--- src/rtl/dmi_responder_if.sv ---
// DMI request/response handshake bundle between a debug transport (master) and the responder (slave).
// Latency: none, wires only.
// Backpressure: creq_rdy gates requests, cresp_rdy holds a pending response.
// Signals: creq_vld/creq_data/creq_rdy request channel, cresp_vld/cresp_data/cresp_rdy response channel.
interface dmi_responder_if #(
    parameter int TX_WIDTH = 41,
    parameter int RX_WIDTH = 34
);
    logic                creq_vld;
    logic [TX_WIDTH-1:0] creq_data;
    logic                creq_rdy;
    logic                cresp_vld;
    logic [RX_WIDTH-1:0] cresp_data;
    logic                cresp_rdy;

    modport master (
        output creq_vld, creq_data, cresp_rdy,
        input  creq_rdy, cresp_vld, cresp_data
    );

    modport slave (
        input  creq_vld, creq_data, cresp_rdy,
        output creq_rdy, cresp_vld, cresp_data
    );
endinterface

--- src/rtl/dmi_responder.sv ---
// Minimal RISC-V debug module register responder: data0/data1, dmcontrol, dmstatus behind a DMI handshake.
// Latency: response valid two cycles after request acceptance (one EXEC cycle, then RESP).
// Backpressure: one transaction in flight; creq_rdy only in IDLE, response held until cresp_rdy.
// Ports: clock/reset (async active-high), dmi (slave modport: creq_*, cresp_*), hart_halted in,
//        dm_haltreq/dm_ndmreset levels and dm_resumereq one-cycle pulse out.
// Option: define DMI_RESPONDER_SCRATCH_EN to add four RW scratch registers at 0x38-0x3B.
module dmi_responder #(
    parameter int DMI_ADDR_WIDTH = 7,
    parameter int DMI_DATA_WIDTH = 32,
    parameter int DMI_OP_WIDTH   = 2,
    parameter int TX_WIDTH       = DMI_ADDR_WIDTH + DMI_DATA_WIDTH + DMI_OP_WIDTH,
    parameter int RX_WIDTH       = DMI_DATA_WIDTH + DMI_OP_WIDTH
) (
    input  logic           clock,
    input  logic           reset,
    dmi_responder_if.slave dmi,
    input  logic           hart_halted,
    output logic           dm_haltreq,
    output logic           dm_resumereq,
    output logic           dm_ndmreset
);
    localparam logic [DMI_ADDR_WIDTH-1:0] ADDR_DATA0  = 'h04;
    localparam logic [DMI_ADDR_WIDTH-1:0] ADDR_DATA1  = 'h05;
    localparam logic [DMI_ADDR_WIDTH-1:0] ADDR_DMCTRL = 'h10;
    localparam logic [DMI_ADDR_WIDTH-1:0] ADDR_DMSTAT = 'h11;
`ifdef DMI_RESPONDER_SCRATCH_EN
    localparam logic [DMI_ADDR_WIDTH-1:0] ADDR_SCR0   = 'h38;
    localparam logic [DMI_ADDR_WIDTH-1:0] ADDR_SCR1   = 'h39;
    localparam logic [DMI_ADDR_WIDTH-1:0] ADDR_SCR2   = 'h3A;
    localparam logic [DMI_ADDR_WIDTH-1:0] ADDR_SCR3   = 'h3B;
`endif
    localparam logic [DMI_OP_WIDTH-1:0] OP_READ   = 'd1;
    localparam logic [DMI_OP_WIDTH-1:0] OP_WRITE  = 'd2;
    localparam logic [DMI_OP_WIDTH-1:0] OP_RSVD   = 'd3;
    localparam logic [DMI_OP_WIDTH-1:0] RESP_OK   = 'd0;
    localparam logic [DMI_OP_WIDTH-1:0] RESP_FAIL = 'd2;

    typedef enum logic [1:0] {S_IDLE, S_EXEC, S_RESP} state_t;

    state_t                    state_q, state_d;
    logic [TX_WIDTH-1:0]       req_q, req_d;
    logic [RX_WIDTH-1:0]       resp_q, resp_d;
    logic [DMI_DATA_WIDTH-1:0] data0_q, data0_d;
    logic [DMI_DATA_WIDTH-1:0] data1_q, data1_d;
    logic                      haltreq_q, haltreq_d;
    logic                      ndmreset_q, ndmreset_d;
    logic                      dmactive_q, dmactive_d;
    logic                      resume_q, resume_d;
`ifdef DMI_RESPONDER_SCRATCH_EN
    logic [DMI_DATA_WIDTH-1:0] scratch_q [4];
    logic [DMI_DATA_WIDTH-1:0] scratch_d [4];
`endif

    logic [DMI_ADDR_WIDTH-1:0] req_addr;
    logic [DMI_DATA_WIDTH-1:0] req_wdata;
    logic [DMI_OP_WIDTH-1:0]   req_op;
    logic [DMI_DATA_WIDTH-1:0] rdata;
    logic                      hit;

    assign req_addr  = req_q[TX_WIDTH-1 -: DMI_ADDR_WIDTH];
    assign req_wdata = req_q[DMI_OP_WIDTH +: DMI_DATA_WIDTH];
    assign req_op    = req_q[DMI_OP_WIDTH-1:0];

    always_comb begin
        state_d    = state_q;
        req_d      = req_q;
        resp_d     = resp_q;
        data0_d    = data0_q;
        data1_d    = data1_q;
        haltreq_d  = haltreq_q;
        ndmreset_d = ndmreset_q;
        dmactive_d = dmactive_q;
        resume_d   = 1'b0;
`ifdef DMI_RESPONDER_SCRATCH_EN
        scratch_d  = scratch_q;
`endif
        rdata      = '0;
        hit        = 1'b1;

        // Read-side decode; also tells the write path whether the address exists.
        case (req_addr)
            ADDR_DATA0:  rdata = data0_q;
            ADDR_DATA1:  rdata = data1_q;
            ADDR_DMCTRL: begin
                rdata[DMI_DATA_WIDTH-1] = haltreq_q;
                rdata[1]                = ndmreset_q;
                rdata[0]                = dmactive_q;
            end
            ADDR_DMSTAT: begin
                rdata[11]  = ~hart_halted;
                rdata[9]   = hart_halted;
                rdata[3:0] = 4'd2;
            end
`ifdef DMI_RESPONDER_SCRATCH_EN
            ADDR_SCR0, ADDR_SCR1, ADDR_SCR2, ADDR_SCR3: rdata = scratch_q[req_addr[1:0]];
`endif
            default:     hit = 1'b0;
        endcase

        case (state_q)
            S_IDLE: begin
                if (dmi.creq_vld) begin
                    req_d   = dmi.creq_data;
                    state_d = S_EXEC;
                end
            end
            S_EXEC: begin
                state_d = S_RESP;
                if (!hit || req_op == OP_RSVD) begin
                    resp_d = {{DMI_DATA_WIDTH{1'b0}}, RESP_FAIL};
                end else if (req_op == OP_READ) begin
                    resp_d = {rdata, RESP_OK};
                end else begin
                    resp_d = {{DMI_DATA_WIDTH{1'b0}}, RESP_OK};
                    if (req_op == OP_WRITE) begin
                        case (req_addr)
                            ADDR_DATA0: data0_d = req_wdata;
                            ADDR_DATA1: data1_d = req_wdata;
                            ADDR_DMCTRL: begin
                                if (req_wdata[0]) begin
                                    haltreq_d  = req_wdata[DMI_DATA_WIDTH-1];
                                    ndmreset_d = req_wdata[1];
                                    dmactive_d = 1'b1;
                                    // Resume pulse is visible in the first RESP cycle.
                                    resume_d   = req_wdata[DMI_DATA_WIDTH-2];
                                end else begin
                                    // Deactivating the DM wipes all of its state.
                                    haltreq_d  = 1'b0;
                                    ndmreset_d = 1'b0;
                                    dmactive_d = 1'b0;
                                    data0_d    = '0;
                                    data1_d    = '0;
`ifdef DMI_RESPONDER_SCRATCH_EN
                                    scratch_d  = '{default: '0};
`endif
                                end
                            end
`ifdef DMI_RESPONDER_SCRATCH_EN
                            ADDR_SCR0, ADDR_SCR1, ADDR_SCR2, ADDR_SCR3:
                                scratch_d[req_addr[1:0]] = req_wdata;
`endif
                            default: ; // dmstatus is read-only; writes are accepted and dropped
                        endcase
                    end
                end
            end
            S_RESP: begin
                if (dmi.cresp_rdy) begin
                    state_d = S_IDLE;
                    resp_d  = '0;
                end
            end
            default: state_d = S_IDLE;
        endcase
    end

    always_ff @(posedge clock or posedge reset) begin
        if (reset) begin
            state_q    <= S_IDLE;
            req_q      <= '0;
            resp_q     <= '0;
            data0_q    <= '0;
            data1_q    <= '0;
            haltreq_q  <= 1'b0;
            ndmreset_q <= 1'b0;
            dmactive_q <= 1'b0;
            resume_q   <= 1'b0;
`ifdef DMI_RESPONDER_SCRATCH_EN
            scratch_q  <= '{default: '0};
`endif
        end else begin
            state_q    <= state_d;
            req_q      <= req_d;
            resp_q     <= resp_d;
            data0_q    <= data0_d;
            data1_q    <= data1_d;
            haltreq_q  <= haltreq_d;
            ndmreset_q <= ndmreset_d;
            dmactive_q <= dmactive_d;
            resume_q   <= resume_d;
`ifdef DMI_RESPONDER_SCRATCH_EN
            scratch_q  <= scratch_d;
`endif
        end
    end

    assign dmi.creq_rdy   = (state_q == S_IDLE);
    assign dmi.cresp_vld  = (state_q == S_RESP);
    assign dmi.cresp_data = resp_q;
    assign dm_haltreq     = haltreq_q;
    assign dm_ndmreset    = ndmreset_q;
    assign dm_resumereq   = resume_q;
endmodule

--- src/flat_wrapper.sv ---
// flat-port wrapper written by rule: the top's interface ports become plain ports
module dmi_responder_flat 
#(
    parameter int DMI_ADDR_WIDTH = 7,
    parameter int DMI_DATA_WIDTH = 32,
    parameter int DMI_OP_WIDTH   = 2,
    parameter int TX_WIDTH       = DMI_ADDR_WIDTH + DMI_DATA_WIDTH + DMI_OP_WIDTH,
    parameter int RX_WIDTH       = DMI_DATA_WIDTH + DMI_OP_WIDTH
)
  (clock, reset, hart_halted, dm_haltreq, dm_resumereq, dm_ndmreset, dmi_creq_vld, dmi_creq_data, dmi_cresp_rdy, dmi_creq_rdy, dmi_cresp_vld, dmi_cresp_data);
  dmi_responder_if #(.TX_WIDTH(TX_WIDTH), .RX_WIDTH(RX_WIDTH)) dmi_i ();
  input  logic clock;
  input  logic reset;
  input  logic hart_halted;
  output logic dm_haltreq;
  output logic dm_resumereq;
  output logic dm_ndmreset;
  input wire logic [$bits(dmi_i.creq_vld)-1:0] dmi_creq_vld;
  input wire logic [$bits(dmi_i.creq_data)-1:0] dmi_creq_data;
  input wire logic [$bits(dmi_i.cresp_rdy)-1:0] dmi_cresp_rdy;
  output wire logic [$bits(dmi_i.creq_rdy)-1:0] dmi_creq_rdy;
  output wire logic [$bits(dmi_i.cresp_vld)-1:0] dmi_cresp_vld;
  output wire logic [$bits(dmi_i.cresp_data)-1:0] dmi_cresp_data;
  assign dmi_i.creq_vld = dmi_creq_vld;
  assign dmi_i.creq_data = dmi_creq_data;
  assign dmi_i.cresp_rdy = dmi_cresp_rdy;
  assign dmi_creq_rdy = dmi_i.creq_rdy;
  assign dmi_cresp_vld = dmi_i.cresp_vld;
  assign dmi_cresp_data = dmi_i.cresp_data;
  dmi_responder #(.DMI_ADDR_WIDTH(DMI_ADDR_WIDTH), .DMI_DATA_WIDTH(DMI_DATA_WIDTH), .DMI_OP_WIDTH(DMI_OP_WIDTH), .TX_WIDTH(TX_WIDTH), .RX_WIDTH(RX_WIDTH)) u_core (.clock(clock), .reset(reset), .dmi(dmi_i), .hart_halted(hart_halted), .dm_haltreq(dm_haltreq), .dm_resumereq(dm_resumereq), .dm_ndmreset(dm_ndmreset));
endmodule
--- config.mk ---
export PLATFORM = sky130hd
export DESIGN_NAME = dmi_responder_flat
export DESIGN_NICKNAME = d
export VERILOG_FILES = /design/src/rtl/dmi_responder_if.sv /design/src/rtl/dmi_responder.sv /design/src/flat_wrapper.sv
export SDC_FILE = /design/constraint.sdc
export NUM_CORES = 1
export LEC_CHECK = 0
export ABC_CLOCK_PERIOD_IN_PS = 6600
export CAP_MARGIN = 20
export CORE_MARGIN = 5
export CORE_UTILIZATION = 55
export DETAILED_ROUTE_END_ITERATION = 7
export PLACE_DENSITY = 0.8
export RECOVER_POWER = 25
export SYNTH_ARGS = -nofsm -noshare
export SYNTH_HDL_FRONTEND = slang
export SYNTH_SLANG_ARGS = --single-unit
export TNS_END_PERCENT = 30
--- constraint.sdc ---
create_clock -name clock -period 6.6 [get_ports clock]
set_input_delay 1.32 -clock clock [delete_from_list [all_inputs] [get_ports clock]]
set_output_delay 1.32 -clock clock [all_outputs]
set_load 0.005 [all_outputs]
==> insert_results.sql, run 1 <==
INSERT INTO impl_metrics (metric_group, metric, value, unit) VALUES
('clock_tree', 'cts-root-to-sink-buffers', '2', ''),
('sta', 'finalWorstPathRequiredPeriod', '3055', 'ps'),
('grt', 'grt_start_max_net_pins', '99', ''),
('yosys', 'synth.cells.most_frequent', '144 x sky130_fd_sc_hd__dfrtp_1, 77 x sky130_fd_sc_hd__mux2_2, 34 x sky130_fd_sc_hd__nand2_1, 31 x sky130_fd_sc_hd__mux2i_1, 30 x sky130_fd_sc_hd__o21ai_0', ''),
('floorplan', 'core_area', '0.01127', 'mm²'),
('floorplan', 'std_cell_rows', '39', ''),
('critical_path', 'r2r-start', 'u_core.req_q[34]', ''),
('yosys', 'synthesis.instances', '453', ''),
('yosys', 'synthMostInstantiatedCell', 'sky130_fd_sc_hd__dfrtp_1', ''),
('clock_tree', 'cts-hold-fix-buffers', '0', ''),
('placement', 'dpl_cell_area', '0.007169', 'mm²'),
('sta', 'finalMaxSlewViolations', '0', ''),
('sta', 'final_hold_viol_count', '0', ''),
('power', 'total_leakage_power', '3.554', 'nW'),
('layout', 'final_net_count', '578', ''),
('route', 'ant_nets', '0', ''),
('placement', 'dpl.hpwl', '7.984', 'mm'),
('yosys', 'dominantRegCellSynth', 'sky130_fd_sc_hd__dfrtp_1', ''),
('placement', 'place.port_buffers', '83', ''),
('route', 'iter_0_drt_violations', '204', ''),
('yosys', 'ys_seq_area_share', '57.68', '%'),
('clock_tree', 'cts_root_buffer', 'sky130_fd_sc_hd__clkbuf_16', ''),
('yosys', 'synth_enable_flop_cells', '0', ''),
('critical_path', 'critPathRequiredTime', '5280', 'ps'),
('yosys', 'synth_nets', '499', ''),
('critical_path', 'worst_r2r_endpoint', 'u_core.data1_q[29]', ''),
('placement', 'gp_routability_congestion', '0.8008', ''),
('critical_path', 'startpoint_type', 'flip-flop', ''),
('sta', 'report.final.setup_viol', '0', ''),
('clock_tree', 'path_clk_slew', '60', 'ps'),
('yosys', 'synth.lib_cells_used.distinct', '43', ''),
('power', 'internal_dissipation', '2.146', 'mW'),
('sta', 'worst_clock_skew', '6.282', 'ps'),
('grt', 'grt_pass1_wl', '21.38', 'mm'),
('floorplan', 'io_pins', '85', ''),
('floorplan', 'design.die.area', '0.01359', 'mm²'),
('yosys', 'synth_top_area_cells', 'sky130_fd_sc_hd__dfrtp_1 58%, sky130_fd_sc_hd__mux2_2 14%, sky130_fd_sc_hd__mux2_4 6.5%', ''),
('route', 'post_route_drc', '0', ''),
('grt', 'first_global_vias', '4220', ''),
('route', 'routed-via-count', '3778', ''),
('floorplan', 'initial_utilization', '55.42', '%'),
('critical_path', 'timing.reg2reg.worst_path_depth', '4', ''),
('power', 'share_clk_of_total_power', '33.7', '%'),
('grt', 'antenna_found_initial', '0', ''),
('grt', 'met3_usage', '4.404', '%'),
('yosys', 'syn_avg_cell_area', '13.79', 'µm²'),
('sta', 'fmaxAchievable', '0.3273', 'GHz'),
('route', 'routed_via_density', '5.491', ''),
('power', 'p_switching', '834.0', 'µW'),
('power', 'share_comb_of_total_power', '23.2', '%'),
('critical_path', 'critical_path_arrival', '1740', 'ps'),
('yosys', 'post-synth-top-area-cell', 'sky130_fd_sc_hd__dfrtp_1', ''),
('clock_tree', 'clock-sinks', '144', ''),
('sta', 'ratio_of_final_minimum_period_to_clock_period', '46.29', '%'),
('yosys', 'summed_instance_area_of_the_synthesized_netlist', '0.006247', 'mm²'),
('floorplan', 'die-width', '116.6', 'µm'),
('yosys', 'ys_ff_latch', '144', ''),
('critical_path', 'setup.worst_path.start', 'u_core.state_q[1]', ''),
('yosys', 'async_flop_share', '100.0', '%'),
('clock_tree', 'cts-htree-levels', '4', ''),
('clock_tree', 'post_cts_resized', '0', ''),
('critical_path', 'critical_path.endpoint_type', 'output port', ''),
('route', 'drt_wl_total', '13.06', 'mm'),
('layout', 'fin_area', '0.007782', 'mm²'),
('clock_tree', 'post-cts-setup-buffer-count', '0', ''),
('run_status', 'status', 'completed', ''),
('critical_path', 'critPathCapture', 'dmi_cresp_vld', ''),
('yosys', 'yosysWarnings', '0', ''),
('clock_tree', 'cts_tree', 'done', ''),
('critical_path', 'setup.reg_to_reg.worst_slack', '3620', 'ps'),
('grt', 'total_global_route_track_usage', '20.63', '%');
[area by class of cell]
class	instances	area, µm²
well taps	143	178.9
multi-input cells	276	2495
inverters	7	31.28
clock inverters	15	193.9
repair buffers	86	853.3
flip-flops and latches	144	3605
fillers	782	3490
clock buffers	17	425.4
[power by group through the flow]
stage | registers (mW) | clock network, mW | logic, mW
finish | 1.29 | 1.00 | 0.690
global route | 1.31 | 1.05 | 0.747
CTS | 1.28 | 1.01 | 0.701
detailed placement | 1.30 | 0 | 0.694
global placement | 1.28 | 0 | 0.662
floorplan | 1.19 | 0 | 0.606
[worst max-delay path, cell delays in order (launching register included)]
cell and delay (ps):
sky130_fd_sc_hd__dfrtp_1 410, sky130_fd_sc_hd__nor2b_1 330, sky130_fd_sc_hd__clkdlybuf4s50_1 570
[logic make-up (layout without fill, tap and decap cells)]
| kind of cell | Yosys count | in the layout | synth area share [%] |
|---|---|---|---|
| xor+xnor | 1 | 1 | 0.1402 |
| buf+inv | 33 | 125 | 2.624 |
| other cells | 1 | 1 | 0.06003 |
| simple gates | 93 | 93 | 9.813 |
| compound gates | 46 | 46 | 4.346 |
| mux | 135 | 135 | 25.34 |
| flops | 144 | 144 | 57.68 |
[registers in the layout, summed over array words and instances (netlist names)]
| register | count |
|---|---|
| u_core.data0_q | 32 |
| u_core.data1_q | 32 |
| u_core.dm_haltreq | 1 |
| u_core.dm_ndmreset | 1 |
| u_core.dm_resumereq | 1 |
| u_core.dmactive_q | 1 |
| u_core.dmi.cresp_data | 33 |
| u_core.req_q | 41 |
| u_core.state_q | 2 |
[how the worst min path moves through the flow]
stage / endpoint / startpoint / slack (ps)
2_1_floorplan: u_core.data0_q[1] / u_core.data0_q[1] / 470
3_3_place_gp: u_core.dmi.cresp_data[27] / u_core.dmi.cresp_data[27] / 460
3_5_place_dp: u_core.dmi.cresp_data[26] / u_core.dmi.cresp_data[26] / 470
4_1_cts: u_core.dmi.cresp_data[26] / u_core.dmi.cresp_data[26] / 480
5_1_grt: u_core.data0_q[16] / u_core.data0_q[16] / 520
6_report: u_core.dmi.cresp_data[29] / u_core.dmi.cresp_data[29] / 480
[cell usage in the layout (no fill, tap or decap), drive strengths merged, types with 2 or more instances in the layout]
master / synthesis / routed
dfrtp: 144 / 144
mux2: 104 / 104
clkdlybuf4s50: 0 / 81
nand2: 34 / 34
and2: 33 / 33
mux2i: 31 / 31
o21ai: 31 / 31
clkbuf: 13 / 17
clkinv: 0 / 8
inv: 7 / 7
bufinv: 0 / 4
nor2: 4 / 4
nor2b: 3 / 3
nor3: 3 / 3
and3: 3 / 3
clkinvlp: 0 / 3
buf: 13 / 3
nor4b: 3 / 3
nand3b: 2 / 2
a22oi: 2 / 2
a22o: 2 / 2
a221o: 2 / 2
dlygate4sd3: 0 / 2
a21oi: 2 / 2
[per-stage QoR]
| step | setup slack, ps | std cells | total power [mW] | util [%] | hold slack [ps] |
|---|---|---|---|---|---|
| final | 3545 | 688 | 2.980 | 69.04 | 478.2 |
| after global routing | 3467 | 688 | 3.112 | 69.04 | 516.1 |
| after CTS | 3521 | 688 | 2.996 | 69.10 | 482.9 |
| after global placement | 3390 | 656 | 1.944 | 63.60 | 463.6 |
| after floorplan | 1414 | 453 | 1.795 | - | 471.3 |
| after detailed placement | 3364 | 656 | 1.989 | 63.60 | 469.6 |
[metal layers]
metal  share of wire (%)  wire length (µm)
met2                  50              6579
met3                 4.3               565
met1                  44              5712
met5                   0                 0
met4                 1.5               199
(Power assumes the default switching activity.)
==> run 2: changes to the inputs <==
--- a/config.mk
+++ b/config.mk
@@ -5,7 +5,7 @@
 export SDC_FILE = /design/constraint.sdc
 export NUM_CORES = 1
 export LEC_CHECK = 0
-export ABC_CLOCK_PERIOD_IN_PS = 6600
+export ABC_CLOCK_PERIOD_IN_PS = 3000
 export CAP_MARGIN = 20
 export CORE_MARGIN = 5
 export CORE_UTILIZATION = 55
==> constraint.sdc (replaced) <==
create_clock -name clock -period 3 [get_ports clock]
set_input_delay 0.6 -clock clock [delete_from_list [all_inputs] [get_ports clock]]
set_output_delay 0.6 -clock clock [all_outputs]
set_load 0.005 [all_outputs]
==> insert_results.sql, run 2 (same netlist as run 1, synthesis figures left out) <==
INSERT INTO impl_metrics (metric_group, metric, value, unit) VALUES
('power', 'power_per_cell_area', '827.0', 'mW/mm²'),
('placement', 'dp.cells', '663', ''),
('grt', 'total_global_route_track_usage', '21.27', '%'),
('sta', 'report.final.setup_viol', '0', ''),
('floorplan', 'initial_utilization', '55.42', '%'),
('sta', 'fmaxAchievable', '0.3964', 'GHz'),
('layout', 'fillCellCount', '790', ''),
('floorplan', 'io_pins', '85', ''),
('critical_path', 'worstPathMaxFanout', '15', ''),
('grt', 'global_route.usage.met2', '35.35', '%'),
('layout', 'layout.cells.most_common', 'sky130_fd_sc_hd__dfrtp_1', ''),
('route', 'routed_via_density', '5.505', ''),
('power', 'share_clk_of_total_power', '31.9', '%'),
('grt', 'antenna_found_initial', '0', ''),
('placement', 'dpl.hpwl', '8.554', 'mm'),
('clock_tree', 'cts_tree', 'done', ''),
('layout', 'most_frequent_cells_in_the_layout', '143 x sky130_fd_sc_hd__dfrtp_1, 81 x sky130_fd_sc_hd__clkdlybuf4s50_1, 77 x sky130_fd_sc_hd__mux2_2, 34 x sky130_fd_sc_hd__nand2_1, 31 x sky130_fd_sc_hd__mux2i_1', ''),
('critical_path', 'r2r-start', 'u_core.req_q[38]', ''),
('clock_tree', 'cts-buffers-inserted', '17', ''),
('layout', 'final_net_count', '585', ''),
('route', 'avgRoutedWirePerCell', '18.91', 'µm'),
('power', 'total_leakage_power', '3.577', 'nW'),
('layout', 'largest_register', 'u_core.req_q', ''),
('critical_path', 'critical_path_class', 'flip-flop to flip-flop', ''),
('floorplan', 'design.die.area', '0.01359', 'mm²'),
('grt', 'met3_usage', '5.389', '%'),
('clock_tree', 'cts-root-to-sink-buffers', '2', ''),
('sta', 'worst_clock_skew', '6.933', 'ps'),
('route', 'drt_wl_total', '13.14', 'mm'),
('layout', 'largest_register_ff_count', '41', ''),
('clock_tree', 'insertion_delay', '420', 'ps'),
('grt', 'gr-max-usage-layer', 'met2', ''),
('sta', 'finalWorstPathRequiredPeriod', '2523', 'ps'),
('grt', 'grt_overflow', '0', ''),
('run', 'max_cap_viol_count', '0', ''),
('floorplan', 'fp.dieH', '116.6', 'µm'),
('critical_path', 'startpoint_type', 'flip-flop', ''),
('layout', 'share_of_layout_cells_above_drive_strength_1', '32.79', '%'),
('critical_path', 'critical_path.endpoint_type', 'flip-flop', ''),
('route', 'ant_nets', '0', ''),
('power', 'share_comb_of_total_power', '25.6', '%'),
('sta', 'ratio_of_final_minimum_period_to_clock_period', '84.10', '%'),
('critical_path', 'setup.reg_to_reg.worst_slack', '480', 'ps'),
('sta', 'timing.slew.headroom', '8.461', '%'),
('critical_path', 'critical_path_s_top_delay_family', 'simple AND/OR/NAND/NOR gates', ''),
('critical_path', 'cp_cell_sequence', 'nor4b_4 > nand4b_1 > buf_4 > o21ai_0', ''),
('layout', 'insertedDiodeCount', '0', ''),
('clock_tree', 'cts-htree-levels', '4', ''),
('route', 'iter_0_drt_violations', '211', ''),
('sta', 'grt_setup_unrepaired', 'no', ''),
('clock_tree', 'path_clk_slew', '60', 'ps'),
('layout', 'fin_area', '0.007802', 'mm²'),
('clock_tree', 'cts_root_buffer', 'sky130_fd_sc_hd__clkbuf_16', ''),
('critical_path', 'crit_slowest_cell', 'sky130_fd_sc_hd__nand4b_1', ''),
('power', 'internal_dissipation', '4.664', 'mW'),
('layout', 'final_non_filler_cells', '695', ''),
('route', 'routed-via-count', '3826', ''),
('sta', 'finalMaxSlewViolations', '0', ''),
('route', 'post_route_drc', '0', ''),
('route', 'drt-pass1-iter-count', '5', ''),
('hold_path', 'hp_start', 'u_core.dmi.cresp_data[27]', ''),
('clock_tree', 'clock-sinks', '144', ''),
('layout', 'flow.area_growth_from_synthesis', '24.89', '%'),
('sta', 'worst_slew_pin_slew', '1366', 'ps'),
('placement', 'place.port_buffers', '83', ''),
('floorplan', 'core_area', '0.01127', 'mm²'),
('critical_path', 'setup.worst_path.start', 'u_core.req_q[38]', ''),
('power', 'power.share.switching', '27.72', '%'),
('critical_path', 'critical_path_arrival', '2840', 'ps'),
('run_status', 'status', 'completed', ''),
('grt', 'grt_pass1_wl', '22.03', 'mm'),
('grt', 'first_global_vias', '4247', ''),
('placement', 'dpl_cell_area', '0.007271', 'mm²'),
('sta', 'setup_tns_final', '0', 'ps'),
('critical_path', 'critPathRequiredTime', '3320', 'ps'),
('power', 'p_switching', '1.789', 'mW'),
('critical_path', 'critical_path.n_buffers_inverters', '1', ''),
('grt', 'global_route.usage.met1', '27.55', '%'),
('hold_path', 'worstHoldPathType', 'flip-flop to flip-flop', ''),
('sta', 'final_hold_viol_count', '0', ''),
('power', 'sequentialPowerShare', '42.5', '%'),
('clock_tree', 'post-cts-setup-buffer-count', '0', ''),
('placement', 'gp_routability_congestion', '0.8179', ''),
('floorplan', 'die-width', '116.6', 'µm'),
('critical_path', 'critical_path.max_stage_delay', '710', 'ps'),
('power', 'vdd_ir_drop_max', '752.8', 'µV'),
('clock_tree', 'post_cts_resized', '0', ''),
('floorplan', 'std_cell_rows', '39', ''),
('grt', 'grt_start_max_net_pins', '44', ''),
('clock_tree', 'cts-hold-fix-buffers', '0', '');
run 2: cell count changes in the layout (fill, tap and decap cells not counted), moves of 2 or more:
cell	change
sky130_fd_sc_hd__clkinv_4	-3
sky130_fd_sc_hd__clkbuf_1	+5
sky130_fd_sc_hd__clkbuf_2	+3
sky130_fd_sc_hd__bufinv_16	-2
sky130_fd_sc_hd__buf_4	+3
sky130_fd_sc_hd__clkbuf_8	+4
sky130_fd_sc_hd__clkinvlp_4	-3
run 2: per-layer routing:
metal | wire length, µm | vias to the layer above
li1 | - | 1757
met1 | 5642 | 1971
met2 | 6762 | 86
met3 | 563 | 12
met4 | 176 | 0
met5 | 0 | -
run 2: power by group through the flow:
| stage | Sequential, mW | Clock [mW] | Combinational [mW] |
|---|---|---|---|
| 4_1_cts | 2.74 | 2.08 | 1.68 |
| 5_1_grt | 2.81 | 2.18 | 1.79 |
| 3_5_place_dp | 2.77 | 0 | 1.67 |
| 6_report | 2.75 | 2.06 | 1.65 |
| 2_1_floorplan | 2.62 | 0 | 1.33 |
| 3_3_place_gp | 2.74 | 0 | 1.60 |
run 2: tightest hold or removal path: stages, from the launching register on:
cell	delay, ps
sky130_fd_sc_hd__dfrtp_1	340
sky130_fd_sc_hd__nand2_1	50
sky130_fd_sc_hd__o21ai_0	60
run 2: final cells by class:
class,instances,area [µm²],share of cell area (%)
flip-flops and latches,144,3605,46.20
clock inverters,6,80.08,1.026
clock buffers,26,499.2,6.398
repair buffers,93,910.9,11.67
inverters,7,27.53,0.3528
multi-input cells,276,2501,32.06
well taps,143,178.9,2.293
run 2: worst paths after layout:
kind / endpoint / cells after the start
worst max-delay path: u_core.dmi.cresp_data[24] / 4
worst min-delay path: u_core.dmi.cresp_data[27] / 2
worst max register to register: u_core.dmi.cresp_data[24] / 4
worst min register to register: u_core.dmi.cresp_data[27] / 2
max in group asynchronous: u_core.req_q[11] / 3
min in group asynchronous: u_core.data1_q[1] / 2
run 2: metrics by stage:
stage                     total power, mW  utilization, %  setup slack [ps]  hold slack (ps)
final                               6.453           69.22             477.0            481.2
after global routing                6.783           69.22             325.3            501.8
after CTS                           6.510           69.64             485.6            482.9
after detailed placement            4.437           64.50             479.8            470.0
after global placement              4.334           64.50             612.6            466.1
after floorplan                     3.949               -             595.0            471.3
==> RTL edit 1: new RTL, flow settings as in run 1 <==
The option `DMI_RESPONDER_SCRATCH_EN` is turned on by a define.
--- a/src/rtl/dmi_responder.sv
+++ b/src/rtl/dmi_responder.sv
@@ -5,4 +5,6 @@
 //        dm_haltreq/dm_ndmreset levels and dm_resumereq one-cycle pulse out.
 // Option: define DMI_RESPONDER_SCRATCH_EN to add four RW scratch registers at 0x38-0x3B.
+`define DMI_RESPONDER_SCRATCH_EN
+
 module dmi_responder #(
     parameter int DMI_ADDR_WIDTH = 7,
Check against the original RTL: not equivalent (Yosys sat finds a counterexample within 4 cycles, from zero or initial values and one cycle with reset high).
==> RTL edit 1 against run 1 <==
Register-to-register slack got worse by 0.36 ns; fmax decreased by 8.6%; power increased by 65%; largest power group unchanged; setup slack lost 0.29 ns; final area up 75%; the flow now finishes with violations (max-capacitance violations, max-slew violations); routed wire length is 120% higher; area after synthesis up 87%; critical endpoint is now u_core.dmi.cresp_data[33]; critical path type is now in -> reg; sequential cell count is 128 higher; combinational power rose by 42%.
==> RTL edit 1: results (changes against run 1) <==
metric,value,unit,change
status,finished with violations,,
violations,"max-capacitance violations, max-slew violations",,
swShare,0.316,,+0.0356
critPathLaunch,dmi_cresp_rdy,,
synthMuxAreaShare,0.126,,-0.127
ir_worst_vdd,0.263,mV,-14%
synth.area.top_cells,"dfrtp_1, a22o_1, mux4_2",,
place.gp.congestion,0.801,,about the same
drt_iter0_drc,779,,+280%
grt_max_degree,157,,+59%
ys_warn_count,0,,unchanged
fin_skew,0.0244,ns,+0.0181 ns
yosys.cell_types.count,55,,+28%
regToRegSetupSlack,3.26,ns,-0.36 ns
leakagePower,0.00612,µW,+72%
critPathArrivalTime,3.80,ns,+2.06 ns
dr.pass1.iters,5,,+1
grt_pass1_vias,8089,,+92%
r2r_end,u_core.dmi.cresp_data[2],,
pwr-share-clk,0.332,,-0.005
grt_pass1_wl,45800,µm,+110%
synth-xor-area-share,0,,-0.00140
synth_compound_area_frac,0.198,,+0.154
reg2reg_from,u_core.req_q[40],,
vias,7764,,+110%
critPathCapture,u_core.dmi.cresp_data[33],,
tightestPinTransition,1.98,ns,+0.843 ns
min-delay-start,u_core.data0_q[18],,
cts_inserted_buffers,28,,+11
grt.total_usage,0.236,,+0.0301
drive_gt1_frac,0.176,,-0.151
largest_reg_flops,128,,+210%
cp_max_fo,33,,+27
clkLatencyLatePin,0.55,ns,+0.13 ns
drv_cap,1,,+1
cts_resized,0,,unchanged
max-clock-path-buffers,3,,+1
reg2reg_depth,5,,+1
slew_violations,34,,+34
finalWirelength,28200,µm,+120%
fillers,1537,,+97%
final_nets,952,,+65%
synth-seq-area-share,0.584,,+0.00701
ys_top_cells_by_count,"dfrtp_1, a22o_1, nand2_1",,
largest-register,u_core.scratch_q,,
dp_hpwl,15800,µm,+97%
htree_levels,1,,-3
clk-power,1630,µW,+63%
syn-num-nets,902,,+81%
p_comb_frac,0.200,,-0.032
[RTL edit 1: cell count changes after synthesis, moves of 25 or more]
cell,change
buf_2,+25
o2bb2ai_1,+26
mux2_4,-27
mux4_2,+32
clkbuf_1,+26
a22o_1,+182
and2_4,-29
mux2_2,-35
nand2_1,+41
dfrtp_1,+128
[RTL edit 1: layer usage]
| layer | vias up | track usage | part of all wire |
|---|---|---|---|
| met3 | 31 | 0.0355 | 0.062 |
| met1 | 4048 | 0.337 | 0.43 |
| met2 | 301 | 0.392 | 0.50 |
| met5 | - | 0 | 0 |
| li1 | 3384 | - | - |
| met4 | 0 | 0.0513 | 0.015 |
[RTL edit 1: through the flow]
stage | util | hold slack (ns) | instance area (µm²) | setup WS (ns) | cells
after floorplan | - | 0.442 | 11700 | 1.68 | 856
after global placement | 0.602 | 0.460 | 12600 | 3.32 | 1150
after detailed placement | 0.602 | 0.469 | 12600 | 3.29 | 1150
after CTS | 0.648 | 0.484 | 13600 | 3.55 | 1202
after global routing | 0.649 | 0.499 | 13600 | 2.94 | 1203
final | 0.649 | 0.477 | 13600 | 3.26 | 1203
[RTL edit 1: area by class of cell]
cell class	count	share of cell area
flip-flops and latches	272	0.501
inverters	3	0.000920
well taps	275	0.0253
repair buffers	99	0.0720
multi-input cells	502	0.330
clock inverters	19	0.0163
clock buffers	33	0.0551
[RTL edit 1: worst min path at each step]
stage / endpoint / slack, ns
after floorplan: u_core.data0_q[9] / 0.44
after global placement: u_core.data0_q[18] / 0.46
after detailed placement: u_core.data0_q[9] / 0.47
after CTS: u_core.data0_q[18] / 0.48
after global routing: u_core.scratch_q[32] / 0.50
final: u_core.data0_q[18] / 0.48
[RTL edit 1: worst max-delay path, stage by stage]
cell,delay [ns]
dlygate4sd3_1,0.56
a21boi_2,0.12
clkbuf_1,1.42
a221o_1,0.36
==> RTL edit 2: new RTL, flow settings as in run 1 <==
Without the edit above. Take the reset off `data0_q` and load it in a clocked block of its own.
--- a/src/rtl/dmi_responder.sv
+++ b/src/rtl/dmi_responder.sv
@@ -160,5 +160,4 @@
             req_q      <= '0;
             resp_q     <= '0;
-            data0_q    <= '0;
             data1_q    <= '0;
             haltreq_q  <= 1'b0;
@@ -173,5 +172,4 @@
             req_q      <= req_d;
             resp_q     <= resp_d;
-            data0_q    <= data0_d;
             data1_q    <= data1_d;
             haltreq_q  <= haltreq_d;
@@ -185,4 +183,8 @@
     end
 
+    always_ff @(posedge clock) begin
+        data0_q <= data0_d;
+    end
+
     assign dmi.creq_rdy   = (state_q == S_IDLE);
     assign dmi.cresp_vld  = (state_q == S_RESP);
Formal check against the unedited RTL: same outputs for any inputs over 4 cycles, from zero or initial values and one cycle with reset high; that may be too few to reach the edited logic, so the function may still have changed.
==> RTL edit 2 against run 1 <==
The run now ends with max-capacitance violations, max-slew violations left; final area down 2.5%; worst hold slack better by 0.0098 ns; register-to-register slack worse by 0.42 ns; routed wire length down 5.2%; first-iteration DRC count up 9.3%; sequential cell count unchanged; power about the same; area after synthesis down 2.4%; setup slack worse by 0.73 ns; die area down 2.2%; core utilization up 0.94 points; sequential share of layout area up 3.3 points; critical path type is now in -> async.
==> RTL edit 2: results (changes against run 1) <==
metric,value,unit,change
status,finished with violations,,
violations,"max-capacitance violations, max-slew violations",,
final_nets,576,,-0.35%
hold_depth,1,,-1
wl_per_cell,18.1,µm,-4.5%
cts_root_buf,clkbuf_8,,
ir_worst_vdd,0.324,mV,+5.6%
vias,3698,,-2.1%
grt_pass1_vias,4018,,-4.8%
dp_hpwl,7340,µm,-8.1%
ys_warn_count,0,,unchanged
slowest_delay,1.79,ns,+1.22 ns
ys_top_cells_by_count,"dfrtp_1, mux2i_1, mux2_2",,
crit_family,buffers and inverters,,
max-clock-path-buffers,2,,unchanged
largest_reg_flops,41,,unchanged
drt_iter0_drc,223,,+9.3%
synthAdderAreaFrac,0,,unchanged
synth.area.top_cells,"dfrtp_1, edfxtp_1, mux2i_1",,
cts.clk_slew.worst_paths,0.06,ns,about the same
drive_gt1_frac,0.157,,-0.170
grt.total_usage,0.202,,-0.00423
synthMuxAreaShare,0.186,,-0.0675
post_cts_buffers,0,,unchanged
synth-seq-area-share,0.617,,+0.0402
r2r_end,u_core.data0_q[25],,
cp_max_fo,73,,+67
async_flop_share,0.778,,-0.222
grt_pass1_wl,20400,µm,-4.5%
clkLatencyLatePin,0.52,ns,+0.10 ns
reg2reg_from,u_core.req_q[39],,
fillers,758,,-3.1%
drv_cap,2,,+2
place.gp.congestion,0.760,,-5.1%
largest-register,u_core.req_q,,
synthFlopType,dfrtp_1,,
diodes,0,,unchanged
synth-xor-area-share,0,,-0.00140
hp-class,reg -> reg,,
max_slew_margin,-1.13,,-1.37
grt_max_degree,74,,-25%
numPortBuffers,83,,unchanged
slew_violations,107,,+107
fin_skew,0.00600,ns,-0.000287 ns
worst_path_max_delay_cell,clkinvlp_2,,
syn-num-nets,498,,-0.20%
synth_compound_area_frac,0.0611,,+0.0177
yosys.cell_types.count,35,,-19%
leakagePower,0.00318,µW,-11%
regToRegSetupSlack,3.20,ns,-0.42 ns
dr.pass1.iters,4,,unchanged
synth_edf_count,32,,+32
antenna_found_initial,0,,unchanged
-- RTL edit 2: cell type report --
class	count	area, µm²	share of cell area
clock inverter	11	185	0.0244
multi-input combinational	242	2010	0.265
timing repair buffer	87	857	0.113
inverter	38	144	0.0190
sequential	144	3760	0.496
clock buffer	21	449	0.0592
tap	140	175	0.0231
-- RTL edit 2: how the worst max path moves through the flow --
stage	from	cells past startpoint	endpoint
3_5_place_dp	dmi_creq_vld	3	u_core.req_q[21]
2_1_floorplan	reset	1	u_core.data1_q[0]
6_report	reset	2	u_core.req_q[34]
3_3_place_gp	dmi_creq_vld	3	u_core.req_q[16]
4_1_cts	u_core.state_q[0]	3	dmi_cresp_vld
5_1_grt	reset	2	u_core.req_q[34]
-- RTL edit 2: metrics by stage --
stage | instances | hold slack [ns] | worst slack [ns] | cell area, µm² | total power [µW]
after floorplan | 452 | 0.479 | 2.32 | 6100 | 1790
after global placement | 651 | 0.473 | 3.42 | 6980 | 1940
after detailed placement | 651 | 0.474 | 3.40 | 6980 | 1980
after CTS | 683 | 0.493 | 3.55 | 7610 | 3010
after global routing | 683 | 0.500 | 2.22 | 7590 | 3130
final | 683 | 0.488 | 2.82 | 7590 | 2980
-- RTL edit 2: power breakdown --
part           switching [µW]  leakage (µW)  total, µW  internal [µW]
logic                     358       0.00112        723            365
clock network             346      0.000308       1020            669
registers                 130       0.00175       1240           1110
total                     834       0.00318       2980           2140
-- RTL edit 2: metal layers --
layer	global-route usage	vias to the layer above	share of wire
li1	-	1719	-
met1	0.259	1876	0.42
met2	0.340	86	0.52
met3	0.0453	17	0.048
met4	0.0736	0	0.014
met5	0	-	0
-- RTL edit 2: cells by family (layout without fill, tap and decap cells) --
kind of cell,after synthesis,in the layout
DFF,144,144
muxes,108,108
and+or+nand+nor,89,89
buffers and inverters,66,157
AOI/OAI and AO/OA,44,44
other,1,1
